===== config.mk =====
export PLATFORM = sky130hd
export DESIGN_NAME = secuenciador_calculadora_flat
export DESIGN_NICKNAME = d
export VERILOG_FILES = /design/src/rtl/calc_pkg.sv /design/src/rtl/secuenciador_calculadora_if.sv /design/src/rtl/bcd_a_7seg.sv /design/src/rtl/secuenciador_calculadora.sv /design/src/flat_wrapper.sv
export SDC_FILE = /design/constraint.sdc
export NUM_CORES = 1
export LEC_CHECK = 0
export CAP_MARGIN = 10
export CORE_ASPECT_RATIO = 2
export CORE_UTILIZATION = 40
export CTS_BUF_LIST = sky130_fd_sc_hd__clkbuf_8
export DETAILED_ROUTE_END_ITERATION = 6
export PLACE_DENSITY = 0.66
export RECOVER_POWER = 100
export SYNTH_ARGS = -nofsm -noshare
export SYNTH_HDL_FRONTEND = slang
export SYNTH_SLANG_ARGS = --single-unit

===== constraint.sdc =====
create_clock -name clk -period 1.9 [get_ports clk]
set_input_delay 0.38 -clock clk [delete_from_list [all_inputs] [get_ports clk]]
set_output_delay 0.38 -clock clk [all_outputs]
set_load 0.05 [all_outputs]

===== src/rtl/calc_pkg.sv =====
// Shared constants for the calculator keystroke sequencer: key codes,
// 7-segment glyphs (active-low, bit6=a .. bit0=g) and FSM state encoding.
package calc_pkg;

   localparam logic [3:0] KEY_PLUS  = 4'd10;
   localparam logic [3:0] KEY_MINUS = 4'd11;
   localparam logic [3:0] KEY_EQ    = 4'd12;
   localparam logic [3:0] KEY_CLR   = 4'd13;

   localparam logic [6:0] SEG_NUL  = 7'b1111111;
   localparam logic [6:0] SEG_MIN  = 7'b1111110;
   localparam logic [6:0] SEG_EQ   = 7'b1110110;
   localparam logic [6:0] SEG_PLUS = 7'b1001110;

   typedef enum logic [2:0] {
      S_SIGN = 3'd0,
      S_NUM1 = 3'd1,
      S_OP   = 3'd2,
      S_NUM2 = 3'd3,
      S_EQ   = 3'd4,
      S_CALC = 3'd5,
      S_SHOW = 3'd6,
      S_ERR  = 3'd7
   } estado_t;

   function automatic logic es_digito(input logic [3:0] k);
      return (k <= 4'd9);
   endfunction

   function automatic logic es_signo(input logic [3:0] k);
      return (k == KEY_PLUS) || (k == KEY_MINUS);
   endfunction

endpackage


===== src/rtl/secuenciador_calculadora_if.sv =====
// Key, ALU-handshake and display bundle between the sequencer and its neighbours.
interface secuenciador_calculadora_if;
   logic        key_valid;
   logic [3:0]  key_code;
   logic        alu_done;
   logic [3:0]  pulsacion;
   logic        tipo;
   logic [6:0]  CSseg;
   logic        key_stb;
   logic [11:0] num1_bcd;
   logic [11:0] num2_bcd;
   logic        signo1;
   logic        op_resta;
   logic        alu_start;
   logic        busy;
   logic        err;

   modport slave (
      input  key_valid, key_code, alu_done,
      output pulsacion, tipo, CSseg, key_stb, num1_bcd, num2_bcd,
             signo1, op_resta, alu_start, busy, err
   );

   modport master (
      output key_valid, key_code, alu_done,
      input  pulsacion, tipo, CSseg, key_stb, num1_bcd, num2_bcd,
             signo1, op_resta, alu_start, busy, err
   );
endinterface


===== src/rtl/bcd_a_7seg.sv =====
// BCD digit to active-low 7-segment code; non-digit codes show a blank glyph.
module bcd_a_7seg
   import calc_pkg::*;
(
   input  logic [3:0] i_bcd,
   output logic [6:0] o_seg
);

   // Glyph lookup
   always_comb begin
      o_seg = SEG_NUL;
      case (i_bcd)
         4'd0:    o_seg = 7'b0000001;
         4'd1:    o_seg = 7'b1001111;
         4'd2:    o_seg = 7'b0010010;
         4'd3:    o_seg = 7'b0000110;
         4'd4:    o_seg = 7'b1001100;
         4'd5:    o_seg = 7'b0100100;
         4'd6:    o_seg = 7'b0100000;
         4'd7:    o_seg = 7'b0001111;
         4'd8:    o_seg = 7'b0000000;
         4'd9:    o_seg = 7'b0000100;
         default: o_seg = SEG_NUL;
      endcase
   end

endmodule


===== src/rtl/secuenciador_calculadora.sv =====
// Keystroke sequencer: enforces sign/3 digits/op/3 digits/'=' entry order,
// packs BCD operands and runs the start/done handshake with the ALU.
module secuenciador_calculadora
   import calc_pkg::*;
#(
   parameter int TIMEOUT_CYC = 1023,
   parameter int TW          = 10
)(
   input  logic                      clk,
   input  logic                      rst_n,
   secuenciador_calculadora_if.slave bus
);

   localparam logic [TW-1:0] CNT_FIN = TW'(TIMEOUT_CYC - 1);
   localparam logic [TW-1:0] CNT_UNO = TW'(1);

   estado_t       r_state, w_state_n;
   logic [3:0]    r_pul, w_pul_n;
   logic          r_tipo, w_tipo_n;
   logic [6:0]    r_seg, w_seg_n;
   logic          r_stb, w_stb_n;
   logic [11:0]   r_num1, w_num1_n;
   logic [11:0]   r_num2, w_num2_n;
   logic          r_signo, w_signo_n;
   logic          r_op, w_op_n;
   logic          r_start, w_start_n;
   logic          r_busy, r_err;
   logic [TW-1:0] r_cnt, w_cnt_n;
   logic [6:0]    w_dig_seg;
   logic          w_clr, w_dig, w_sgn, w_menos;

   bcd_a_7seg u_bcd_a_7seg (
      .i_bcd (bus.key_code),
      .o_seg (w_dig_seg)
   );

   assign w_clr   = bus.key_valid && (bus.key_code == KEY_CLR);
   assign w_dig   = bus.key_valid && es_digito(bus.key_code);
   assign w_sgn   = bus.key_valid && es_signo(bus.key_code);
   assign w_menos = (bus.key_code == KEY_MINUS);

   // Next-state and next-output decode
   always_comb begin
      w_state_n = r_state;
      w_pul_n   = r_pul;
      w_tipo_n  = r_tipo;
      w_seg_n   = r_seg;
      w_stb_n   = 1'b0;
      w_num1_n  = r_num1;
      w_num2_n  = r_num2;
      w_signo_n = r_signo;
      w_op_n    = r_op;
      w_start_n = 1'b0;
      w_cnt_n   = r_cnt;
      if (w_clr) begin
         // Clear wins everywhere, including over a coincident alu_done.
         w_state_n = S_SIGN;
         w_pul_n   = 4'd0;
         w_tipo_n  = 1'b0;
         w_seg_n   = SEG_NUL;
         w_num1_n  = 12'd0;
         w_num2_n  = 12'd0;
         w_signo_n = 1'b0;
         w_op_n    = 1'b0;
         w_cnt_n   = {TW{1'b0}};
      end else begin
         case (r_state)
            S_SIGN, S_OP: begin
               if (w_sgn) begin
                  w_pul_n  = (r_state == S_SIGN) ? 4'd1 : 4'd5;
                  w_tipo_n = 1'b0;
                  w_seg_n  = w_menos ? SEG_MIN : SEG_PLUS;
                  w_stb_n  = 1'b1;
                  if (r_state == S_SIGN) begin
                     w_signo_n = w_menos;
                     w_state_n = S_NUM1;
                  end else begin
                     w_op_n    = w_menos;
                     w_state_n = S_NUM2;
                  end
               end else if (bus.key_valid) begin
                  w_state_n = S_ERR;
               end else begin
                  w_state_n = r_state;
               end
            end
            S_NUM1, S_NUM2: begin
               if (w_dig) begin
                  w_pul_n  = r_pul + 4'd1;
                  w_tipo_n = 1'b1;
                  w_seg_n  = w_dig_seg;
                  w_stb_n  = 1'b1;
                  if (r_state == S_NUM1) begin
                     w_num1_n  = {r_num1[7:0], bus.key_code};
                     w_state_n = (r_pul == 4'd3) ? S_OP : S_NUM1;
                  end else begin
                     w_num2_n  = {r_num2[7:0], bus.key_code};
                     w_state_n = (r_pul == 4'd7) ? S_EQ : S_NUM2;
                  end
               end else if (bus.key_valid) begin
                  w_state_n = S_ERR;
               end else begin
                  w_state_n = r_state;
               end
            end
            S_EQ: begin
               if (bus.key_valid && (bus.key_code == KEY_EQ)) begin
                  w_seg_n   = SEG_EQ;
                  w_stb_n   = 1'b1;
                  w_start_n = 1'b1;
                  w_cnt_n   = {TW{1'b0}};
                  w_state_n = S_CALC;
               end else if (bus.key_valid) begin
                  w_state_n = S_ERR;
               end else begin
                  w_state_n = S_EQ;
               end
            end
            S_CALC: begin
               // Keys other than clear are dropped while the ALU works.
               if (bus.alu_done) begin
                  w_state_n = S_SHOW;
               end else if (r_cnt == CNT_FIN) begin
                  w_state_n = S_ERR;
               end else begin
                  w_cnt_n = r_cnt + CNT_UNO;
               end
            end
            S_SHOW:  w_state_n = S_SHOW;
            S_ERR:   w_state_n = S_ERR;
            default: w_state_n = S_ERR;
         endcase
      end
      if (w_state_n == S_ERR) begin
         w_seg_n = SEG_MIN;
      end else begin
         w_seg_n = w_seg_n;
      end
   end

   // State and output registers
   always_ff @(posedge clk) begin
      if (!rst_n) begin
         r_state <= S_SIGN;
         r_pul   <= 4'd0;
         r_tipo  <= 1'b0;
         r_seg   <= SEG_NUL;
         r_stb   <= 1'b0;
         r_num1  <= 12'd0;
         r_num2  <= 12'd0;
         r_signo <= 1'b0;
         r_op    <= 1'b0;
         r_start <= 1'b0;
         r_busy  <= 1'b0;
         r_err   <= 1'b0;
         r_cnt   <= {TW{1'b0}};
      end else begin
         r_state <= w_state_n;
         r_pul   <= w_pul_n;
         r_tipo  <= w_tipo_n;
         r_seg   <= w_seg_n;
         r_stb   <= w_stb_n;
         r_num1  <= w_num1_n;
         r_num2  <= w_num2_n;
         r_signo <= w_signo_n;
         r_op    <= w_op_n;
         r_start <= w_start_n;
         r_busy  <= (w_state_n == S_CALC);
         r_err   <= (w_state_n == S_ERR);
         r_cnt   <= w_cnt_n;
      end
   end

   assign bus.pulsacion = r_pul;
   assign bus.tipo      = r_tipo;
   assign bus.CSseg     = r_seg;
   assign bus.key_stb   = r_stb;
   assign bus.num1_bcd  = r_num1;
   assign bus.num2_bcd  = r_num2;
   assign bus.signo1    = r_signo;
   assign bus.op_resta  = r_op;
   assign bus.alu_start = r_start;
   assign bus.busy      = r_busy;
   assign bus.err       = r_err;

endmodule


===== src/flat_wrapper.sv =====
// flat-port wrapper written by rule: the top's interface ports become plain ports
module secuenciador_calculadora_flat import calc_pkg::*;
#(
   parameter int TIMEOUT_CYC = 1023,
   parameter int TW          = 10
)
  (clk, rst_n, bus_key_valid, bus_key_code, bus_alu_done, bus_pulsacion, bus_tipo, bus_CSseg, bus_key_stb, bus_num1_bcd, bus_num2_bcd, bus_signo1, bus_op_resta, bus_alu_start, bus_busy, bus_err);
  secuenciador_calculadora_if bus_i ();
  input  logic clk;
  input  logic rst_n;
  input wire logic [$bits(bus_i.key_valid)-1:0] bus_key_valid;
  input wire logic [$bits(bus_i.key_code)-1:0] bus_key_code;
  input wire logic [$bits(bus_i.alu_done)-1:0] bus_alu_done;
  output wire logic [$bits(bus_i.pulsacion)-1:0] bus_pulsacion;
  output wire logic [$bits(bus_i.tipo)-1:0] bus_tipo;
  output wire logic [$bits(bus_i.CSseg)-1:0] bus_CSseg;
  output wire logic [$bits(bus_i.key_stb)-1:0] bus_key_stb;
  output wire logic [$bits(bus_i.num1_bcd)-1:0] bus_num1_bcd;
  output wire logic [$bits(bus_i.num2_bcd)-1:0] bus_num2_bcd;
  output wire logic [$bits(bus_i.signo1)-1:0] bus_signo1;
  output wire logic [$bits(bus_i.op_resta)-1:0] bus_op_resta;
  output wire logic [$bits(bus_i.alu_start)-1:0] bus_alu_start;
  output wire logic [$bits(bus_i.busy)-1:0] bus_busy;
  output wire logic [$bits(bus_i.err)-1:0] bus_err;
  assign bus_i.key_valid = bus_key_valid;
  assign bus_i.key_code = bus_key_code;
  assign bus_i.alu_done = bus_alu_done;
  assign bus_pulsacion = bus_i.pulsacion;
  assign bus_tipo = bus_i.tipo;
  assign bus_CSseg = bus_i.CSseg;
  assign bus_key_stb = bus_i.key_stb;
  assign bus_num1_bcd = bus_i.num1_bcd;
  assign bus_num2_bcd = bus_i.num2_bcd;
  assign bus_signo1 = bus_i.signo1;
  assign bus_op_resta = bus_i.op_resta;
  assign bus_alu_start = bus_i.alu_start;
  assign bus_busy = bus_i.busy;
  assign bus_err = bus_i.err;
  secuenciador_calculadora #(.TIMEOUT_CYC(TIMEOUT_CYC), .TW(TW)) u_core (.clk(clk), .rst_n(rst_n), .bus(bus_i));
endmodule

==> impl_results.md <==
* Post-synthesis compound-gate area fraction at 23.44%
* Gpl congestion at 0.8750
* Critical Path RT at 2150 ps
* Full die area at 7090 um^2
* Maxcap violations at 0
* Internal Power at 0.002012 W
* Post-synthesis sequential element count at 55
* Number of flops mapped to enable cells by yosys at 0
* Avg Vias per Cell at 5.368
* CTS sink cnt at 55
* Crit Path Max Fanout at 2
* Comb pwr share at approximately 26%
* Final hold slack at 397.0 ps
* Sequential Power Share at between 40% and 50%
* Total power at 0.002854 W
* Largest net degree at the start of global routing at 34
* Commonest non-fill, non-tap cells in the layout: 56 x buf_4, 52 x dfxtp_1, 37 x nand2_1, 37 x a21oi_1, 32 x clkbuf_1
* CP Class: reg2reg
* Max_slew headroom at 53.65%
* Synth Area in Simple Gates at 21.22%
* Cts bufs inserted at 5
* Yosys top cell area share at approximately 41%
* GRT overflow at 0
* IO Pins at 50
* R2r startpoint: u_core.r_state[0]$_SDFF_PN0_
* CTS tree: done
* Vias in the first global route at between 2,000 and 3,000
* Hold WC Path Type: in2reg
* Fillers at 661
* H-tree Lvls at 2
* Tcrit/Tclk final at 106.1%
* DRT iter0 DRCs at 122
* Buffers on Ports at 49
* Max Freq at 496.1 MHz
* Largest family of logic cells by synthesized area: compound AO/OA/AOI/OAI gates
* Sequential fraction of the synthesis area at 40.85%
* Detail Route Antenna Nets at 0
* Status: finished, violations left
* Routed vias at 2,786
* Critical path launch point type: flop
* Clock buffer depth at 2
* LEAKAGE at roughly 1.4 nW
* First-pass iteration count of the detailed router at 4
* Peak supply drop at 406.3 uV
* Area of the multi-input gates at between 1500 and 2000 um^2
* Die width at 60.04 um
* PwrDens at 767.3 nW/um^2
* Tmin final at just over 2000 ps
* Clock network fraction of design power at between 30% and 40%
* Starting Density at roughly two fifths
* Mapped cell area at 2695 um^2
* Sw Share at between 20% and 30%
* Sw power at ~0.00084 W
* WL final at 7746 um
* Crit path from: u_core.r_state[0]$_SDFF_PN0_
* Net count, final at 446
* WP data arrival at approximately 2300 ps
* Clk slew on worst S/H paths at ~90 ps
* Core Area at 6569 um^2
* Slew Viols, Final at 0
* Mux share of post-synthesis cell area at 3.343%
* First-pass GRT wire length at 12,430 um
* Post-synthesis instance total at roughly 330
* Yosys cell types at 53
* Proportion of layout cells with a drive suffix above 1 at 23.20%
* Layout area overhead at 38.02%
* Worst slew pin tran at 695.2 ps
* Leading area contributor after synthesis: dfxtp_1
* Ys flop type: dfxtp_1
* Syn_nets at around 350
* Avg Cell Area, Syn at 8.142 um^2
* Asr flop ratio synth at 0%
* Row count at between 40 and 50
* RSZ-0062 raised after global routing: yes
* Final setup margin at -115.6 ps
* XOR/XNOR Fraction of Synth Area at 2.600%
* Worst setup EP type: flop
* Final core occ at 56.63%
* Min-delay src: bus_key_code[0]
* Most common cell after layout, fill and taps aside: buf_4
* Fin. Hold Viols at 0
* Detail Placement HPWL at about 6000 um
* Clock Latency Late Sink at 320 ps
* Post-route cell area at around 3700 um^2
* Adder-cell area share of the yosys netlist at 3.714%
* Clock skew at 5.244 ps
* YS warnings at 0
* Area contributors post-synth: dfxtp_1 41%, a21oi_1 7.1%, nand2_1 5.2%
* Total GRT Usage at 23.38%
* DRC at 0
* ANT cells at 0
* Post-cts hold buffer count at 0
* FF/Latch Area at between 1000 and 1500 um^2
* WL per Instance at 14.92 um
* Dpl cell area at 3643 um^2
* Failing checks: setup timing
* Final-report setup violation count at 7
* Fin Setup TNS at -207.0 ps
* Root buf cell: clkbuf_8
* Initial antenna violation count at 0
* Die Y at 118.1 um
==> path summary, 6_finish.rpt <==
check                                                             to  slack [ps]  depth (start not counted)
worst max-delay path                u_core.bus.CSseg[0]$_SDFFE_PN1P_        -120                          5
worst min-delay path             u_core.bus.num1_bcd[0]$_SDFFE_PP0P_         400                          3
worst min register to register  u_core.bus.num2_bcd[11]$_SDFFE_PP0P_         460                          2
worst max register to register      u_core.bus.CSseg[0]$_SDFFE_PN1P_        -120                          5
==> cells by family (layout without fill, tap and decap cells) <==
kind of cell / count (synthesis) / after routing
compound gates: 102 / 102
xor+xnor: 8 / 8
fa+ha+maj: 8 / 8
buf+inv: 33 / 133
flops: 55 / 55
mux: 9 / 9
simple gates: 116 / 116
==> power groups by stage <==
stage / clock network [W] / logic, W / registers [W]
2_1_floorplan: 0 / 0.000297 / 0.00133
3_3_place_gp: 0 / 0.000689 / 0.00124
3_5_place_dp: 0 / 0.000696 / 0.00124
4_1_cts: 0.000949 / 0.000739 / 0.00122
5_1_grt: 0.000979 / 0.000787 / 0.00122
6_report: 0.000908 / 0.000729 / 0.00122
==> area by class of cell <==
cell class | instances | area share [%]
Multi-Input combinational cell | 243 | 41.71
Sequential cell | 55 | 29.70
Timing Repair Buffer | 113 | 20.75
Tap cell | 88 | 2.960
Clock buffer | 5 | 1.850
Clock inverter | 3 | 1.816
Inverter | 12 | 1.211
==> synthesized netlist by cell type, types with 8 or more instances <==
cell      number
dfxtp_1       55
a21oi_1       38
nand2_1       37
nor2_1        24
o21ai_0       24
nand3_1       23
clkbuf_1      17
inv_1         12
o211ai_1      10
mux2i_1        9
nand2b_1       9
ha_1           8
xnor2_1        8
==> sequential cells by signal, indices dropped and copies added (netlist names) <==
name,flops
u_core.bus.tipo,1
u_core.bus.num1_bcd,12
u_core.bus.key_stb,1
u_core.r_cnt,10
u_core.bus.err,1
u_core.bus.alu_start,1
u_core.bus.signo1,1
u_core.bus.busy,1
u_core.bus.pulsacion,4
u_core.bus.num2_bcd,12
u_core.bus.op_resta,1
u_core.bus.CSseg,7
u_core.r_state,3
==> stage by stage <==
step | cells | setup slack [ps]
after floorplan | 331 | -147.4
after global placement | 508 | -920.9
after detailed placement | 508 | -943.9
after CTS | 519 | -125.1
after global routing | 519 | -186.9
final | 519 | -115.6
==> worst max-delay path, cell delays in order, from the launching register on <==
cell	delay, ps
dfxtp_2	330
or2_4	250
or4_4	520
and3_4	170
or4_1	520
a31oi_1	160
==> routing by layer <==
| metal | routed length (um) | vias up | GRT usage (%) |
|---|---|---|---|
| met3 | 330 | 28 | 3.846 |
| met2 | 4318 | 91 | 42.85 |
| met4 | 472 | 0 | 15.70 |
| li1 | - | 1379 | - |
| met1 | 2624 | 1288 | 21.85 |
| met5 | 0 | - | 0 |
==> what timing repair did <==
action / in CTS / in global routing
pin swaps: 5 / 5
setup endpoints to repair: 53 / 40
buffers inserted: 3 / 0
resized for setup: 28 / 22
endpoints found under the hold margin: 0 / 0
Note: power is estimated with default switching activity, not from simulation.
